**src/rtl/hazard_sequencer.sv**
```systemverilog
// Hazard controller around the decode stage and the ID/EX register.
// Detects load-use hazards, sequences multi-cycle MUL/DIV/MOD ops with a
// latency down-counter, flushes wrong-path work on a taken branch, and
// keeps saturating stall/flush event counters for performance debug.
//
// state   | meaning
// --------+-------------------------------------------------------------
// RUN     | normal flow; branch flush, multi-cycle start, load-use bubble
// MC_BUSY | multi-cycle op holding EX; cnt counts remaining stall cycles
module hazard_sequencer #(
  parameter int MUL_LAT = 4,
  parameter int DIV_LAT = 16,
  parameter int CNT_W   = 16
) (
  input  logic             clk,
  input  logic             reset_n,
  input  logic             ifid_valid,
  input  logic [3:0]       rn_ifid,
  input  logic [3:0]       rm_ifid,
  input  logic             ifid_uses_rn,
  input  logic             ifid_uses_rm,
  input  logic             idex_valid,
  input  logic             idex_mem_read,
  input  logic [3:0]       idex_rd,
  input  logic [3:0]       idex_alu_op,
  input  logic             branch_taken_ex,
  output logic             pc_stall,
  output logic             ifid_stall,
  output logic             ifid_flush,
  output logic             id_ex_nop,
  output logic             idex_stall,
  output logic             exmem_nop,
  output logic             mc_busy,
  output logic             mc_done,
  output logic [CNT_W-1:0] stall_count,
  output logic [CNT_W-1:0] flush_count
);

  localparam int CW = $clog2(DIV_LAT);

  localparam logic [0:0] RUN     = 1'b0;
  localparam logic [0:0] MC_BUSY = 1'b1;

  localparam logic [3:0] OP_MUL = 4'b0010;
  localparam logic [3:0] OP_DIV = 4'b0011;
  localparam logic [3:0] OP_MOD = 4'b0100;

  localparam logic [CW-1:0] MUL_LOAD = CW'(MUL_LAT - 2);
  localparam logic [CW-1:0] DIV_LOAD = CW'(DIV_LAT - 2);

  logic [0:0]    state, state_nxt;
  logic [CW-1:0] cnt, cnt_nxt;

  logic mc_start, is_mul, lu_hazard;
  logic pc_stall_c, ifid_stall_c, ifid_flush_c, id_ex_nop_c;
  logic idex_stall_c, exmem_nop_c, mc_done_c;

  // Hazard and multi-cycle-op detection on the current pipeline contents.
  always_comb begin
    is_mul    = (idex_alu_op == OP_MUL);
    mc_start  = idex_valid & (is_mul | (idex_alu_op == OP_DIV) | (idex_alu_op == OP_MOD));
    lu_hazard = idex_valid & idex_mem_read & ifid_valid &
                ((ifid_uses_rn & (rn_ifid == idex_rd)) |
                 (ifid_uses_rm & (rm_ifid == idex_rd)));
  end

  // Next-state, counter and raw control decode.
  always_comb begin
    state_nxt    = state;
    cnt_nxt      = cnt;
    pc_stall_c   = 1'b0;
    ifid_stall_c = 1'b0;
    ifid_flush_c = 1'b0;
    id_ex_nop_c  = 1'b0;
    idex_stall_c = 1'b0;
    exmem_nop_c  = 1'b0;
    mc_done_c    = 1'b0;
    if (state == RUN) begin
      if (branch_taken_ex) begin
        // Any IF/ID consumer is wrong-path, so a load-use match is moot.
        ifid_flush_c = 1'b1;
        id_ex_nop_c  = 1'b1;
      end else if (mc_start) begin
        pc_stall_c   = 1'b1;
        ifid_stall_c = 1'b1;
        idex_stall_c = 1'b1;
        exmem_nop_c  = 1'b1;
        cnt_nxt      = is_mul ? MUL_LOAD : DIV_LOAD;
        state_nxt    = MC_BUSY;
      end else if (lu_hazard) begin
        pc_stall_c   = 1'b1;
        ifid_stall_c = 1'b1;
        id_ex_nop_c  = 1'b1;
      end
    end else begin
      if (cnt != '0) begin
        pc_stall_c   = 1'b1;
        ifid_stall_c = 1'b1;
        idex_stall_c = 1'b1;
        exmem_nop_c  = 1'b1;
        cnt_nxt      = cnt - CW'(1);
      end else begin
        mc_done_c = 1'b1;
        state_nxt = RUN;
      end
    end
  end

  // Outputs are forced low for the whole time reset is asserted.
  always_comb begin
    pc_stall   = reset_n & pc_stall_c;
    ifid_stall = reset_n & ifid_stall_c;
    ifid_flush = reset_n & ifid_flush_c;
    id_ex_nop  = reset_n & id_ex_nop_c;
    idex_stall = reset_n & idex_stall_c;
    exmem_nop  = reset_n & exmem_nop_c;
    mc_busy    = reset_n & (state == MC_BUSY);
    mc_done    = reset_n & mc_done_c;
  end

  // FSM state and latency down-counter.
  always_ff @(posedge clk or negedge reset_n) begin
    if (!reset_n) begin
      state <= RUN;
      cnt   <= '0;
    end else begin
      state <= state_nxt;
      cnt   <= cnt_nxt;
    end
  end

  // Saturating event counters for stalls and flushes.
  always_ff @(posedge clk or negedge reset_n) begin
    if (!reset_n) begin
      stall_count <= '0;
      flush_count <= '0;
    end else begin
      if (pc_stall && (stall_count != '1))
        stall_count <= stall_count + CNT_W'(1);
      if (ifid_flush && (flush_count != '1))
        flush_count <= flush_count + CNT_W'(1);
    end
  end

endmodule

```
**config.mk**
```make
export PLATFORM = sky130hd
export DESIGN_NAME = hazard_sequencer
export DESIGN_NICKNAME = d
export VERILOG_FILES = /design/src/rtl/hazard_sequencer.sv
export SDC_FILE = /design/constraint.sdc
export NUM_CORES = 1
export LEC_CHECK = 0
export ABC_AREA = 1
export BUFFER_PORTS_ARGS = -buffer_cell sky130_fd_sc_hd__buf_2
export CAP_MARGIN = 20
export CORE_ASPECT_RATIO = 1.5
export CORE_MARGIN = 2
export CORE_UTILIZATION = 35
export DETAILED_ROUTE_END_ITERATION = 6
export GPL_TIMING_DRIVEN = 0
export PLACE_DENSITY = 0.62
export SYNTH_ARGS = -nofsm -noshare
export SYNTH_HDL_FRONTEND = slang
export SYNTH_SLANG_ARGS = --single-unit
export TNS_END_PERCENT = 1
```
**constraint.sdc**
```tcl
create_clock -name clk -period 2.1 [get_ports clk]
set_input_delay 0.21 -clock clk [delete_from_list [all_inputs] [get_ports clk]]
set_output_delay 0.21 -clock clk [all_outputs]
set_load 0.02 [all_outputs]
```
# After elaboration in Yosys (flattened, before gate mapping)
# Cells that the tools add are included.
op_classes:
  muxes: 20
  bitwise: 15
  n_reduce_logical: 5
  add_sub_neg: 3
  n_eq_ne: 9
ops:
  columns: ["operator", "n"]
  rows:
  - ["$add 16x1->16 const B", 2]
  - ["$ne 16x16->1 const B", 2]
  - ["$mux 4", 5]
  - ["$mux 1", 15]
  - ["$and 1x1->1", 12]
  - ["$eq 4x2->1 const B", 2]
  - ["$eq 4x4->1", 2]
  - ["$eq 4x3->1 const B", 1]
  - ["$ne 2x1->1 const B", 2]
  - ["$reduce_bool 4->1", 1]
  - ["$sub 4x1->4 const B", 1]
  - ["$or 1x1->1", 3]
  - ["$reduce_and 3->1", 1]
  - ["$logic_and 1x1->1", 2]
  - ["$reduce_bool 2->1", 1]
totals:
  in_bits: 24
  ff_bits: 37
  elab_cells: 56
  output_inout_bits: 40

# Depth between registers and ports, before layout
depth:
  word_depth: 10
  ltp_mapped: 12
  depth_no_buf: 11

# Least setup slack after synthesis
# OpenSTA, ideal clock, no wires.
synth_path:
  path_kind: "register to output"
  start: "register cnt[0]"
  end: "output port pc_stall"
  t_required_ns: 1.890
  stages_incl_launch_ff: 10
  arrival_time_ns: 1.901
  path_slack_ns: -0.011
  cell_sequence: "dfrtp_1 > inv_1 > ha_1 > inv_1 > nor2_1 > nand3_1 > nand2_1 > nor2_4 > a21boi_0 > buf_4"
synth_between:
  elab_chain_len: 4
synth_lines:
  columns: ["item", "line_no", "rtl"]
  rows:
  - ["start, declared", "52", "logic [CW-1:0] cnt, cnt_nxt;"]
  - ["start signal, assigned", "128", "cnt <= cnt_nxt;"]
  - ["$reduce_bool 4->1", "96", "if (cnt != '0) begin"]
  - ["$mux 1 (2 in a row)", null, null]
  - ["$and 1x1->1", null, null]
  - ["end, declared", "27", "output logic pc_stall,"]
# No other way between the ends.

# Worst setup path in the final report
layout_path:
  start: "register cnt[1]"
  end: "output port pc_stall"
layout_between:
  elab_chain_len: 4
layout_lines:
  columns: ["item", "line_no", "rtl"]
  rows:
  - ["$reduce_bool 4->1", "96", null]
  - ["$mux 1", "96", null]
  - ["$mux 1", "78", "if (state == RUN) begin"]
  - ["$and 1x1->1", "111", "pc_stall = reset_n & pc_stall_c;"]
# No other way between the ends.

==> results.yml <==
route:
  vias_per_cell: 4.81
  avgRoutedWirePerCell_um: 12.2
  drtIter0Drc: 92
  final_antenna_net_count: 0
  num_vias: 2297
  drcViolationCount: 0
  finalWirelength_um: 5850
  drt-pass1-iter-count: 4
die:
  dieArea_mm2: 0.00752
  die_height_um: 105
  coreArea_mm2: 0.00658
  ioPinCount: 64
  rows: 36
  start_util_pct: 36.3
  die_w_um: 71.5
timing:
  rsz0062_at_grt: "true"
  maxSlewHeadroom_pct: 61.7
  slew_viol_final: 0
  hold_ws_ns: 0.0339
  tightest_slew_ns: 0.572
  min_period_over_period_pct: 96.9
  hold_viol: 0
  min_period_ns: 2.04
  skew_ns: 0.00630
  setup_viol: 0
  clock.fmax_mhz: 491
finish:
  drive_above_1_share_pct: 23.6
  area_delta_synth_final_pct: 24.0
  fill_cells: 667
  stdcell_count: 478
  fin_nets: 429
  num_antenna_cells: 0
  final_core_util_pct: 45.1
pwr:
  ir_drop_v: 0.000489
  total_power_w: 0.00228
  pwr-share-seq_pct: 44.0
  intPower_w: 0.00139
  combPwrFrac_pct: 33.5
  switchingPower_w: 0.000890
  power_frac_clock_pct: 22.5
  swShare_pct: 39.1
  p_leak_nw: 1.63
  pwr_density_cell_mw_per_mm2: 768
placed_design:
  gp_congestion: 0.849
  dp_cells: 466
  hpwl_um: 4260
  io_buffers: 63
yosys:
  synth_top_cell_by_area: "dfrtp_1"
  seq_area_frac_synth_pct: 38.7
  yosysMostFrequentCell: "nand2_1"
  yosys_warnings: 0
  mappedNetlistNets: 354
  synthTopCellsByCount: "nand2_1, inv_1, dfrtp_1, nor2_1, nand4_1"
  syn_inst: 327
  synth_area_mm2: 0.00239
  yosys.area.top_type_share_pct: 38.7
  syn-mean-instance-area_um2: 7.31
  ys.flop_type: "dfrtp_1"
  ys_types: 29
  synth-seq-cells: 37
  synth_edf_count: 0
  async_reset_ff_share_pct: 100
  synth.area.top_cells: "dfrtp_1, nand2_1, xor2_1"
outcome:
  status: "completed"
grt:
  grt.total_usage_pct: 16.0
  grt_max_degree: 41
  grt_pass1_vias: 2205
  grt_pass1_wl_um: 9800
  overflow: 0
  antenna_found_initial: 0
clock_tree:
  clk_latency_ns: 0.29
  cts.clk_slew.worst_paths_ns: 0.07
  clock-sinks: 37
  cts_buffer_depth: 2
  cts_buffers: 5
  h-tree-depth: 2
  root_buffer: "clkbuf_8"
  cts_tree: "built"
setup_path:
  worstPathArrival_ns: 1.83
  critPathLaunchType: "flop"
  crit_required_ns: 1.89
  path_class: "reg2out"
  end_kind: "output pin"
  worstPathMaxFanout: 4
  ff2ff_setup_slack_ns: 0.18
job:
  maxCapViolations: 0
worst_hold_path:
  hold_class: "in2async"
critical path, cell delays in order, from the launching register on:
cell and delay (ns):
dfrtp_1 0.36, inv_1 0.11, ha_1 0.18, inv_1 0.04, nor2_1 0.11, nand3_1 0.11, nand2_2 0.15, nor2_4 0.05
a21boi_1 0.13, buf_4 0.15, buf_2 0.15
registers in the layout, summed over array words and instances, names as in the netlist:
name	cells
state	1
flush_count	16
cnt	4
stall_count	16
area by class of cell:
class,count,area [um^2],area share [%]
timing repair buffer,68,383,12.9
multi-input combinational,241,1270,42.8
buffer,7,46.3,1.56
tap,76,95.1,3.21
inverter,42,158,5.32
clock buffer,7,86.3,2.91
sequential,37,926,31.2
layer usage:
| layer | wire, um | vias up | GRT usage (%) |
|---|---|---|---|
| met5 | 0 | - | 0 |
| met4 | 87 | 0 | 5.80 |
| met3 | 213 | 9 | 2.70 |
| met2 | 3170 | 44 | 29.1 |
| met1 | 2380 | 1063 | 18.3 |
| li1 | - | 1181 | - |
power groups by stage:
stage                     clock (W)  combinational (W)  sequential, W
final                      0.000512           0.000764        0.00100
after global routing       0.000560           0.000853        0.00103
after CTS                  0.000541           0.000759        0.00100
after detailed placement          0           0.000746        0.00101
after global placement            0           0.000731        0.00101
after floorplan                   0           0.000374        0.00112
layout by cell type (no fill, tap or decap):
cell and count:
a21oi_1 1, nand3_1 18, nor3_1 4, clkbuf_4 1, dfrtp_1 37, inv_2 4
a21boi_1 1, o22ai_1 1, a22oi_1 1, nor3_2 1, o21ai_0 9, xor2_1 17
xnor2_1 12, and3_1 1, nand4_1 19, buf_4 4, nand2_2 3, nand3_4 2
nor4_1 1, ha_1 3, inv_1 38, dlygate4sd3_1 1, nand2_1 103, nand3b_1 1
a31oi_1 2, buf_2 66, nor2_1 36, buf_12 2, clkbuf_1 1, nor2_4 3
nor3_4 1, buf_6 1, clkbuf_8 6, nand3_2 1
kinds of logic (layout without fill, tap and decap cells):
kind of cell | count (synthesis) | count (layout) | synth area share [%]
compound gates | 15 | 15 | 3.51
xor+xnor | 29 | 29 | 10.6
buf+inv | 49 | 124 | 8.53
fa+ha+maj | 3 | 3 | 1.57
flops | 37 | 37 | 38.7
simple gates | 194 | 194 | 37.0
through the flow:
step | worst slack (ns) | area, um^2 | TNS (ns)
floorplan | 0.153 | 2390 | 0
global placement | -0.287 | 2800 | -2.28
detailed placement | -0.290 | 2800 | -2.48
CTS | 0.0119 | 2910 | 0
global route | -0.0941 | 2960 | -0.190
finish | 0.0644 | 2960 | 0
path summary, 6_finish.rpt:
| path | cells past startpoint | from | to |
|---|---|---|---|
| max | 10 | cnt[1] | pc_stall |
| min | 3 | reset_n | flush_count[2] |
| max reg2reg | 9 | stall_count[0] | stall_count[15] |
| min reg2reg | 1 | flush_count[12] | flush_count[12] |
| max in group asynchronous | 2 | reset_n | state |
| min in group clk | 4 | idex_alu_op[1] | cnt[2] |
what timing repair did:
item / 4_1_cts / 5_1_grt
pin swaps: 2 / 0
resized for setup: 3 / 2
hold buffers: 0 / 3
buffers inserted: 2 / 0
endpoints found under the setup margin: 4 / 20
endpoints found under the hold margin: 0 / 28
Note: power is estimated with default switching activity, not from simulation.
